[config.mk]
export PLATFORM = sky130hd
export DESIGN_NAME = multicycle_controller_flat
export DESIGN_NICKNAME = d
export VERILOG_FILES = /design/src/rtl/multicycle_controller_pkg.sv /design/src/rtl/multicycle_controller_if.sv /design/src/rtl/multicycle_controller_branch_cond.sv /design/src/rtl/multicycle_controller.sv /design/src/flat_wrapper.sv
export SDC_FILE = /design/constraint.sdc
export NUM_CORES = 1
export LEC_CHECK = 0
export BUFFER_PORTS_ARGS = -buffer_cell sky130_fd_sc_hd__buf_2
export CAP_MARGIN = 0
export CORE_MARGIN = 4
export CORE_UTILIZATION = 47
export DETAILED_ROUTE_END_ITERATION = 8
export PLACE_DENSITY = 0.83
export SETUP_SLACK_MARGIN = 0.4
export SLEW_MARGIN = 20
export SYNTH_ARGS = -nofsm -noshare
export SYNTH_HDL_FRONTEND = slang
export SYNTH_SLANG_ARGS = --single-unit
[constraint.sdc]
create_clock -name clk -period 2.2 [get_ports clk]
set_clock_uncertainty 0.2 [all_clocks]
set_input_delay 0.22 -clock clk [delete_from_list [all_inputs] [get_ports clk]]
set_output_delay 0.22 -clock clk [all_outputs]
set_load 0.01 [all_outputs]
[src/rtl/multicycle_controller_pkg.sv]
// Purpose : shared encodings for the multicycle RISC-V control path (states, opcodes, mux selects, ALUOp).
// Latency : n/a (declarations only).
// Backpressure: n/a.
// Ports   : none. The ALUOp codes are the same ones the existing ALU decoder consumes.
package riscv_mc_pkg;

  // Control FSM state encoding
  typedef logic [3:0] state_t;
  localparam state_t S_START    = 4'd0;
  localparam state_t S_FETCH    = 4'd1;
  localparam state_t S_DECODE   = 4'd2;
  localparam state_t S_MEMADR   = 4'd3;
  localparam state_t S_MEMREAD  = 4'd4;
  localparam state_t S_MEMWB    = 4'd5;
  localparam state_t S_MEMWRITE = 4'd6;
  localparam state_t S_EXECR    = 4'd7;
  localparam state_t S_EXECI    = 4'd8;
  localparam state_t S_UPPER    = 4'd9;
  localparam state_t S_ALUWB    = 4'd10;
  localparam state_t S_BRANCH   = 4'd11;
  localparam state_t S_JAL      = 4'd12;
  localparam state_t S_TRAP     = 4'd13;

  // Opcodes (IR[6:0])
  localparam logic [6:0] OP_LOAD   = 7'b0000011;
  localparam logic [6:0] OP_STORE  = 7'b0100011;
  localparam logic [6:0] OP_RTYPE  = 7'b0110011;
  localparam logic [6:0] OP_ITYPE  = 7'b0010011;
  localparam logic [6:0] OP_BRANCH = 7'b1100011;
  localparam logic [6:0] OP_JAL    = 7'b1101111;
  localparam logic [6:0] OP_LUI    = 7'b0110111;
  localparam logic [6:0] OP_AUIPC  = 7'b0010111;

  // Branch funct3 codes
  localparam logic [2:0] F3_BEQ  = 3'b000;
  localparam logic [2:0] F3_BNE  = 3'b001;
  localparam logic [2:0] F3_BLT  = 3'b100;
  localparam logic [2:0] F3_BGE  = 3'b101;
  localparam logic [2:0] F3_BLTU = 3'b110;
  localparam logic [2:0] F3_BGEU = 3'b111;

  // Immediate format select
  typedef logic [2:0] imm_src_t;
  localparam imm_src_t IMM_I = 3'b000;
  localparam imm_src_t IMM_S = 3'b001;
  localparam imm_src_t IMM_B = 3'b010;
  localparam imm_src_t IMM_J = 3'b011;
  localparam imm_src_t IMM_U = 3'b100;

  // ALU operand A select
  typedef logic [1:0] alu_src_a_t;
  localparam alu_src_a_t ALUA_PC    = 2'b00;
  localparam alu_src_a_t ALUA_OLDPC = 2'b01;
  localparam alu_src_a_t ALUA_RD1   = 2'b10;
  localparam alu_src_a_t ALUA_ZERO  = 2'b11;

  // ALU operand B select
  typedef logic [1:0] alu_src_b_t;
  localparam alu_src_b_t ALUB_RD2  = 2'b00;
  localparam alu_src_b_t ALUB_IMM  = 2'b01;
  localparam alu_src_b_t ALUB_FOUR = 2'b10;

  // Result mux select
  typedef logic [1:0] result_src_t;
  localparam result_src_t RES_ALUOUT    = 2'b00;
  localparam result_src_t RES_DATA      = 2'b01;
  localparam result_src_t RES_ALURESULT = 2'b10;

  // ALUOp, shared with the ALU decoder
  typedef logic [1:0] alu_op_t;
  localparam alu_op_t ALUOP_ADD   = 2'b00;
  localparam alu_op_t ALUOP_SUB   = 2'b01;
  localparam alu_op_t ALUOP_FUNCT = 2'b10;

  // State reached from DECODE for a given opcode; unknown opcodes trap.
  function automatic state_t decode_target(input logic [6:0] op);
    state_t nxt;
    case (op)
      OP_LOAD, OP_STORE: nxt = S_MEMADR;
      OP_RTYPE:          nxt = S_EXECR;
      OP_ITYPE:          nxt = S_EXECI;
      OP_BRANCH:         nxt = S_BRANCH;
      OP_JAL:            nxt = S_JAL;
      OP_LUI, OP_AUIPC:  nxt = S_UPPER;
      default:           nxt = S_TRAP;
    endcase
    return nxt;
  endfunction

endpackage

[src/rtl/multicycle_controller_if.sv]
// Purpose : bundle between the multicycle control FSM and the datapath/memory.
// Latency : n/a (wires only).
// Backpressure: mem_ready stalls the FSM while mem_req is high.
// Ports   : master = controller side (decode/flag inputs, control outputs); slave = datapath side.
interface multicycle_controller_if;
  import riscv_mc_pkg::*;

  // datapath -> controller
  logic [6:0]  op;
  logic [2:0]  funct3;
  logic        zero;
  logic        lt;
  logic        ltu;
  logic        mem_ready;

  // controller -> datapath
  logic        mem_req;
  logic        MemWrite;
  logic        AdrSrc;
  logic        IRWrite;
  logic        PCWrite;
  logic        RegWrite;
  result_src_t ResultSrc;
  alu_src_a_t  ALUSrcA;
  alu_src_b_t  ALUSrcB;
  imm_src_t    ImmSrc;
  alu_op_t     ALUOp;
  logic        retire;
  logic        illegal;

  modport master (
    input  op, funct3, zero, lt, ltu, mem_ready,
    output mem_req, MemWrite, AdrSrc, IRWrite, PCWrite, RegWrite,
           ResultSrc, ALUSrcA, ALUSrcB, ImmSrc, ALUOp, retire, illegal
  );

  modport slave (
    output op, funct3, zero, lt, ltu, mem_ready,
    input  mem_req, MemWrite, AdrSrc, IRWrite, PCWrite, RegWrite,
           ResultSrc, ALUSrcA, ALUSrcB, ImmSrc, ALUOp, retire, illegal
  );

endinterface

[src/rtl/multicycle_controller_branch_cond.sv]
// Purpose : branch condition evaluation from funct3 and the rs1-rs2 ALU flags.
// Latency : combinational.
// Backpressure: none.
// Ports   : funct3, zero, lt, ltu in; take (branch taken), bad_funct3 (reserved encoding) out.
module branch_cond
  import riscv_mc_pkg::*;
(
  input  logic [2:0] funct3,
  input  logic       zero,
  input  logic       lt,
  input  logic       ltu,
  output logic       take,
  output logic       bad_funct3
);

  always_comb begin
    take       = 1'b0;
    bad_funct3 = 1'b0;
    case (funct3)
      F3_BEQ:  take = zero;
      F3_BNE:  take = ~zero;
      F3_BLT:  take = lt;
      F3_BGE:  take = ~lt;
      F3_BLTU: take = ltu;
      F3_BGEU: take = ~ltu;
      default: bad_funct3 = 1'b1;  // 010 / 011 are not branches
    endcase
  end

endmodule

[src/rtl/multicycle_controller.sv]
// Purpose : control FSM sequencing one RISC-V instruction over several cycles on a shared datapath.
// Latency : 3 (branch), 4 (sw/R/I/jal/lui/auipc), 5 (lw) cycles FETCH-to-retire with zero-wait memory.
// Backpressure: each mem_ready=0 cycle in FETCH/MEMREAD/MEMWRITE holds the state and the request one cycle.
// Ports   : clk, rst_n (async active-low); bus (master modport) carries decode inputs, ALU flags,
//           memory handshake and all datapath selects/enables plus retire and sticky illegal.
module multicycle_controller
  import riscv_mc_pkg::*;
(
  input  logic                   clk,
  input  logic                   rst_n,
  multicycle_controller_if.master bus
);

  state_t state;
  state_t state_nxt;
  logic   take;
  logic   bad_funct3;

  branch_cond u_branch_cond (
    .funct3     (bus.funct3),
    .zero       (bus.zero),
    .lt         (bus.lt),
    .ltu        (bus.ltu),
    .take       (take),
    .bad_funct3 (bad_funct3)
  );

  // State register
  always_ff @(posedge clk or negedge rst_n) begin
    if (!rst_n) begin
      state <= S_START;
    end else begin
      state <= state_nxt;
    end
  end

  // Next-state logic
  always_comb begin
    state_nxt = state;
    case (state)
      S_START:    state_nxt = S_FETCH;
      S_FETCH:    if (bus.mem_ready) state_nxt = S_DECODE;
      S_DECODE:   state_nxt = decode_target(bus.op);
      // op[5] separates store (0100011) from load (0000011)
      S_MEMADR:   state_nxt = bus.op[5] ? S_MEMWRITE : S_MEMREAD;
      S_MEMREAD:  if (bus.mem_ready) state_nxt = S_MEMWB;
      S_MEMWB:    state_nxt = S_FETCH;
      S_MEMWRITE: if (bus.mem_ready) state_nxt = S_FETCH;
      S_EXECR,
      S_EXECI,
      S_UPPER,
      S_JAL:      state_nxt = S_ALUWB;
      S_ALUWB:    state_nxt = S_FETCH;
      S_BRANCH:   state_nxt = bad_funct3 ? S_TRAP : S_FETCH;
      S_TRAP:     state_nxt = S_TRAP;
      // Unused encodings mean corrupted state: park in TRAP so it is visible.
      default:    state_nxt = S_TRAP;
    endcase
  end

  // Output decode: state only, except the enables that complete on mem_ready or branch outcome.
  always_comb begin
    bus.mem_req   = 1'b0;
    bus.MemWrite  = 1'b0;
    bus.AdrSrc    = 1'b0;
    bus.IRWrite   = 1'b0;
    bus.PCWrite   = 1'b0;
    bus.RegWrite  = 1'b0;
    bus.ResultSrc = RES_ALUOUT;
    bus.ALUSrcA   = ALUA_PC;
    bus.ALUSrcB   = ALUB_RD2;
    bus.ImmSrc    = IMM_I;
    bus.ALUOp     = ALUOP_ADD;
    bus.retire    = 1'b0;
    bus.illegal   = 1'b0;
    case (state)
      S_FETCH: begin
        // PC+4 computed in the same cycle and written through ALUResult
        bus.mem_req   = 1'b1;
        bus.ALUSrcA   = ALUA_PC;
        bus.ALUSrcB   = ALUB_FOUR;
        bus.ResultSrc = RES_ALURESULT;
        bus.IRWrite   = bus.mem_ready;
        bus.PCWrite   = bus.mem_ready;
      end
      S_DECODE: begin
        // Speculative target OldPC+imm into ALUOut; jal needs the J immediate instead of B.
        bus.ALUSrcA = ALUA_OLDPC;
        bus.ALUSrcB = ALUB_IMM;
        bus.ImmSrc  = (bus.op == OP_JAL) ? IMM_J : IMM_B;
      end
      S_MEMADR: begin
        bus.ALUSrcA = ALUA_RD1;
        bus.ALUSrcB = ALUB_IMM;
        bus.ImmSrc  = bus.op[5] ? IMM_S : IMM_I;
      end
      S_MEMREAD: begin
        bus.mem_req = 1'b1;
        bus.AdrSrc  = 1'b1;
      end
      S_MEMWB: begin
        bus.ResultSrc = RES_DATA;
        bus.RegWrite  = 1'b1;
        bus.retire    = 1'b1;
      end
      S_MEMWRITE: begin
        bus.mem_req  = 1'b1;
        bus.MemWrite = 1'b1;
        bus.AdrSrc   = 1'b1;
        bus.retire   = bus.mem_ready;
      end
      S_EXECR: begin
        bus.ALUSrcA = ALUA_RD1;
        bus.ALUSrcB = ALUB_RD2;
        bus.ALUOp   = ALUOP_FUNCT;
      end
      S_EXECI: begin
        bus.ALUSrcA = ALUA_RD1;
        bus.ALUSrcB = ALUB_IMM;
        bus.ImmSrc  = IMM_I;
        bus.ALUOp   = ALUOP_FUNCT;
      end
      S_UPPER: begin
        // lui = 0 + imm, auipc = OldPC + imm; op[5] tells them apart
        bus.ImmSrc  = IMM_U;
        bus.ALUSrcB = ALUB_IMM;
        bus.ALUSrcA = bus.op[5] ? ALUA_ZERO : ALUA_OLDPC;
      end
      S_ALUWB: begin
        bus.ResultSrc = RES_ALUOUT;
        bus.RegWrite  = 1'b1;
        bus.retire    = 1'b1;
      end
      S_BRANCH: begin
        // Compare rs1-rs2 while PC loads the DECODE target held in ALUOut.
        bus.ALUSrcA   = ALUA_RD1;
        bus.ALUSrcB   = ALUB_RD2;
        bus.ALUOp     = ALUOP_SUB;
        bus.ResultSrc = RES_ALUOUT;
        bus.PCWrite   = take & ~bad_funct3;
        bus.retire    = ~bad_funct3;
      end
      S_JAL: begin
        // PC <- ALUOut (jump target); ALU forms OldPC+4 for the link write in ALUWB.
        bus.ALUSrcA   = ALUA_OLDPC;
        bus.ALUSrcB   = ALUB_FOUR;
        bus.ImmSrc    = IMM_J;
        bus.ResultSrc = RES_ALUOUT;
        bus.PCWrite   = 1'b1;
      end
      S_TRAP: begin
        bus.illegal = 1'b1;
      end
      default: begin
      end
    endcase
  end

endmodule

[src/flat_wrapper.sv]
// flat-port wrapper written by rule: the top's interface ports become plain ports
module multicycle_controller_flat import riscv_mc_pkg::*;
  (clk, rst_n, bus_op, bus_funct3, bus_zero, bus_lt, bus_ltu, bus_mem_ready, bus_mem_req, bus_MemWrite, bus_AdrSrc, bus_IRWrite, bus_PCWrite, bus_RegWrite, bus_ResultSrc, bus_ALUSrcA, bus_ALUSrcB, bus_ImmSrc, bus_ALUOp, bus_retire, bus_illegal);
  multicycle_controller_if bus_i ();
  input  logic clk;
  input  logic rst_n;
  input wire logic [$bits(bus_i.op)-1:0] bus_op;
  input wire logic [$bits(bus_i.funct3)-1:0] bus_funct3;
  input wire logic [$bits(bus_i.zero)-1:0] bus_zero;
  input wire logic [$bits(bus_i.lt)-1:0] bus_lt;
  input wire logic [$bits(bus_i.ltu)-1:0] bus_ltu;
  input wire logic [$bits(bus_i.mem_ready)-1:0] bus_mem_ready;
  output wire logic [$bits(bus_i.mem_req)-1:0] bus_mem_req;
  output wire logic [$bits(bus_i.MemWrite)-1:0] bus_MemWrite;
  output wire logic [$bits(bus_i.AdrSrc)-1:0] bus_AdrSrc;
  output wire logic [$bits(bus_i.IRWrite)-1:0] bus_IRWrite;
  output wire logic [$bits(bus_i.PCWrite)-1:0] bus_PCWrite;
  output wire logic [$bits(bus_i.RegWrite)-1:0] bus_RegWrite;
  output wire logic [$bits(bus_i.ResultSrc)-1:0] bus_ResultSrc;
  output wire logic [$bits(bus_i.ALUSrcA)-1:0] bus_ALUSrcA;
  output wire logic [$bits(bus_i.ALUSrcB)-1:0] bus_ALUSrcB;
  output wire logic [$bits(bus_i.ImmSrc)-1:0] bus_ImmSrc;
  output wire logic [$bits(bus_i.ALUOp)-1:0] bus_ALUOp;
  output wire logic [$bits(bus_i.retire)-1:0] bus_retire;
  output wire logic [$bits(bus_i.illegal)-1:0] bus_illegal;
  assign bus_i.op = bus_op;
  assign bus_i.funct3 = bus_funct3;
  assign bus_i.zero = bus_zero;
  assign bus_i.lt = bus_lt;
  assign bus_i.ltu = bus_ltu;
  assign bus_i.mem_ready = bus_mem_ready;
  assign bus_mem_req = bus_i.mem_req;
  assign bus_MemWrite = bus_i.MemWrite;
  assign bus_AdrSrc = bus_i.AdrSrc;
  assign bus_IRWrite = bus_i.IRWrite;
  assign bus_PCWrite = bus_i.PCWrite;
  assign bus_RegWrite = bus_i.RegWrite;
  assign bus_ResultSrc = bus_i.ResultSrc;
  assign bus_ALUSrcA = bus_i.ALUSrcA;
  assign bus_ALUSrcB = bus_i.ALUSrcB;
  assign bus_ImmSrc = bus_i.ImmSrc;
  assign bus_ALUOp = bus_i.ALUOp;
  assign bus_retire = bus_i.retire;
  assign bus_illegal = bus_i.illegal;
  multicycle_controller u_core (.clk(clk), .rst_n(rst_n), .bus(bus_i));
endmodule
Word-level counts from Yosys, hierarchy flattened --
Index checks and enable logic that the tools add are counted.
Cells by class: eq/ne operators 29, mux-type cells 24, bitwise gates (word level) 4, reduce and logical (&&, ||, !) cells 16
Operator list (count):
- case mux 4 bit (8 select lines) | 1
- equality test 4 bit (second input constant) | 6
- case mux 4 bit (6 select lines) | 1
- equality test 7 x 6 -> 1 bit (second input constant) | 3
- equality test 4 x 3 -> 1 bit (second input constant) | 4
- two-way mux 4 bit | 4
- equality test 7 x 5 -> 1 bit (second input constant) | 2
- equality test 7 bit (second input constant) | 2
- OR reduction 2 bit | 7
- equality test 3 bit (second input constant) | 4
- case mux 2 bit (2 select lines) | 3
- case mux 3 bit (4 select lines) | 1
- OR reduction 4 bit | 3
- equality test 4 x 2 -> 1 bit (second input constant) | 2
- two-way mux 1 bit | 8
- equality test 7 x 2 -> 1 bit (second input constant) | 1
- inequality test 2 bit (second input constant) | 3
- case mux 1 bit (3 select lines) | 2
- case mux 1 bit (6 select lines) | 1
- case mux 2 bit (3 select lines) | 1
- OR reduction 3 bit | 2
- OR reduction 6 bit | 1
- equality test 4 x 1 -> 1 bit (second input constant) | 1
- logical NOT 4 bit | 1
- other kinds (6) | 9
Word-level totals: flip-flop bits (word level) 4, input port bits 16, output and inout bits 19, word-level logic and storage cells 74

Logic depth before layout (Yosys ltp) --
word-level depth 4, depth in mapped cells 5, gate-level depth less buffers 4

Modules after synthesis --
A second synthesis with hierarchy kept.
Unflattened totals: cells, all modules 111, area, all modules 729.4 µm²
Modules (own cells, without submodules):
- multicycle_controller | times used 1, cells an instance 105, area an instance 683.2 µm², sequential area each 100.1 µm²
- branch_cond | times used 1, cells an instance 6, area an instance 46.3 µm², sequential area each 0.0 µm²

Worst setup path after synthesis --
OpenSTA, ideal clock, no wires.
kind register to output, from register u_core.state[1], to output bus_PCWrite, arrival time 1182 ps, required time 1780 ps, setup slack 598 ps, stages on the path, launching flop included 5, buffers on the path 0, path through dfrtp_1 > nand2b_1 > nor4_2 > nand2b_1 > a21o_1
Between the ends: word-level cells in the longest chain between the ends 2, elaborated cells on any way between the ends 4, those cells by class eq/ne (3); mux (1)
Ends and longest elaborated chain:
- start, declared | RTL line multicycle_controller.sv:14 | state_t state;
- start signal, assigned | RTL line multicycle_controller.sv:33 | state <= state_nxt;
- equality test 4 bit or equality test 4 x 1 -> 1 bit (tied branches) | RTL line multicycle_controller.sv:76 | case (state)
- case mux 1 bit (3 select lines) (*) | RTL line multicycle_controller.sv:76
- end, declared | RTL line flat_wrapper.sv:17 | output wire logic [$bits(bus_i.PCWrite)-1:0] bus_PCWrite;
Every way passes the cells marked *; elsewhere a longest branch is shown, timed or not.

Final worst setup path --
from register u_core.state[3], to output bus_retire
Between the ends: word-level cells in the longest chain between the ends 3, elaborated cells on any way between the ends 6, those cells by class eq/ne (4); mux (1); reduce/logical (1)
Ends and longest elaborated chain:
- equality test 4 x 3 -> 1 bit or equality test 4 bit (tied branches) | RTL line multicycle_controller.sv:76
- OR reduction 2 bit (no source line)
- case mux 1 bit (3 select lines) (*) | RTL line multicycle_controller.sv:76
- end, declared | RTL line flat_wrapper.sv:24 | output wire logic [$bits(bus_i.retire)-1:0] bus_retire;
Marks and branches as above.

==> impl_results.md <==
- CTS tree: built
- Final #Nets: 170
- Die X: approximately 45 um
- Layout cell share with drive strength beyond 1: 55.26%
- Initial Util: 50.05%
- Vert. Die Dim: approximately 45 um
- # rows: 13
- Antenna cell count: 0
- Cells after Synth: 97
- P&R area growth vs syn: 71.16%
- Clock-pin slew on the worst setup and hold paths: about 0.040 ns
- First-pass iteration count of the detailed router: 4
- Critical Path Max Stage Delay: about 0.51 ns
- RSZ-0062 raised after global routing: yes
- Via count: ~1000
- Final setup fails: 0
- Syn. warnings: 0
- # DRC: 0
- Fmax: ~520 MHz
- Via density: 6.042
- Max reg flops: 4
- Endpoints failing hold: 0
- Combinational share of power: 82.2%
- Sequential share of power: ~13%
- Run status: completed
- CTS Root Cell: clkbuf_4
- Overflow after GRT: 0
- Sw power: approximately 0.84 mW
- Routed len/inst: about 18 um
- Core ar.: 1318 um^2
- CTS max path bufs: 2
- Max stage delay cell, worst path: dfrtp_2
- Io pins: 35
- Slew @ Worst Pin: ~0.30 ns
- Worst reg2reg setup slack: 0.31 ns
- Worst-Skew Late Latency: 0.24 ns
- Final Max Slew Viols: 0
- Cell leakage power: 0.5889 nW
- Crit-path leading delay family: flip-flops
- Buffers on Ports: 34
- Initial antenna violation count: 0
- Clock net sink count: 4
- Worst Setup Start Kind: flop
- Internal power: 0.8719 mW
- Biggest register: u_core.state
- Die ar.: 2066 um^2
- Placed cell area: slightly above 800 um^2
- TritonCTS Buffers: 3
- Worst hold path class: input port to flop
- Ys async rst share: 100.0%
- Normalized max-slew margin: 79.71%
- H-tree Lvls: 1
- Global-route wire length before repair: 3450 um
- Remaining antenna violation count: 0
- Clk pwr share: 5.3%
- Post-Route Utilization: between 80% and 90%
- Mapped Area: 659.4 um^2
- Post-DP HPWL: 1482 um
- Required time of the critical path: around 1.8 ns
- Top Registers: u_core.state (4)
- Yosys cell types: 35
- Critical Path AT: 1.50 ns
- All-layer global routing usage: 22.47%
- Fin crit share: 87.37%
- Post-Layout Inst Area: 1129 um^2
- WS Path Type: flop to primary output
- Critical path buffers and inverters: 1
- Worst path cell trace: nand2b_4 > nor2_1 > a221o_1 > buf_2
- Sw frac: about half
- Max Fanout on Critical Path: 7
- Total wire length: approximately 3000 um
- RD Place Congestion: ~0.84
- Net count after synthesis: 113
- Pwr/cell area: 1514 nW/um^2
- Fill cell total of the finished layout: 94
- Synth Area per Inst: 6.798 um^2
- Setup TNS: 0 ns
- Largest net degree at the start of global routing: 12
- Max Cap Viol: 0
- Post-synth EDFFs: 0
- Register area share after synthesis: 15.18%
- CP endpoint kind: primary output
- 1st-iter DRT viols: 32
- Period minus WS final: ~1.9 ns
- Vias in the first global route: 797
- Ys flop type: dfrtp_1
- #FFs+latches synth: 4
- Maximum VDD drop: around 0.0009 V
-- through the flow --
step | power (mW) | setup slack [ns] | instances | hold WS [ns]
5_1_grt | 1.801 | 0.2387 | 167 | 0.1421
6_report | 1.708 | 0.2778 | 167 | 0.1214
3_5_place_dp | 1.040 | 0.3235 | 143 | -0.1746
2_1_floorplan | 0.8003 | 0.5985 | 97 | -0.2756
4_1_cts | 1.338 | 0.3173 | 159 | 0.07631
3_3_place_gp | 1.023 | 0.3420 | 143 | -0.1742
-- final timing paths --
check / start / end / cells after the start
max: u_core.state[3] / bus_retire / 4
min: bus_op[6] / u_core.state[3] / 3
max reg2reg: u_core.state[0] / u_core.state[0] / 7
min reg2reg: u_core.state[1] / u_core.state[3] / 4
max in group asynchronous: rst_n / u_core.state[0] / 2
min in group asynchronous: rst_n / u_core.state[3] / 2
-- Yosys cell counts (3+ instances only) --
library cell / number / share of area [%]
o21ai_1: 5 / 3.8
nor2_1: 11 / 6.3
nor3_1: 4 / 3.0
dfrtp_1: 4 / 15
nand2_1: 9 / 5.1
mux2i_1: 3 / 4.6
o22ai_1: 3 / 2.8
a21oi_1: 10 / 7.6
nand2b_1: 6 / 5.7
nor2b_1: 3 / 2.8
inv_1: 3 / 1.7
o21ai_0: 5 / 3.8
or2_1: 3 / 2.8
-- layout make-up --
type	instances	area, um^2	share of cell area, %
Timing Repair Buffer	56	352.8	31.26
Clock buffer	3	22.52	1.996
Sequential cell	4	103.9	9.202
Multi-Input combinational cell	85	615.6	54.55
Inverter	4	15.01	1.330
Tap cell	15	18.77	1.663
-- cells in the final DEF, fill, tap and decap left out, types with 3 or more instances in the layout --
cell type and n:
nor2_2 3, mux2i_1 3, a21oi_1 9, dfrtp_2 3
nor3_1 3, o21ai_1 5, buf_6 4, nor2_1 8
o21ai_0 4, buf_2 34, inv_1 3, nand2b_4 6
nor2b_1 3, buf_4 17, clkbuf_4 3, nand2_1 7
-- kinds of logic after synthesis --
family | after synthesis | synth area share [%]
muxes | 4 | 6.262
AOI/OAI and AO/OA | 30 | 27.13
xor gates and xnor gates | 2 | 2.657
buffers and inverters | 8 | 6.071
DFF | 4 | 15.18
and+or+nand+nor | 49 | 42.70
-- layer usage --
layer  global-route usage, %  vias up  share of wire [%]
met1                   28.43      453                 36
met4                   8.187        0                4.1
met5                       0        -                  0
li1                        -      460                  -
met3                   1.186       19                8.3
met2                   39.55       77                 51
-- repair_timing --
action / CTS / global route
hold buffers: 1 / 0
endpoints found under the hold margin: 4 / 0
resized for setup: 10 / 23
endpoints found under the setup margin: 17 / 11
setup buffers: 12 / 8
pin swaps: 3 / 5
-- power groups by stage --
stage               registers [mW]  clock network (mW)  logic (mW)
floorplan                    0.165                   0       0.636
global placement             0.233                   0       0.790
detailed placement           0.236                   0       0.804
CTS                          0.185              0.0906        1.06
global route                 0.214               0.101        1.49
finish                       0.213              0.0903        1.40
-- tightest hold or removal path: cells and delay by family --
family | cells | cell delay [ns]
simple gates | 1 | 0.07
buf+inv | 1 | 0.12
compound gates | 1 | 0.10
Power figures use the tool's default switching activity.
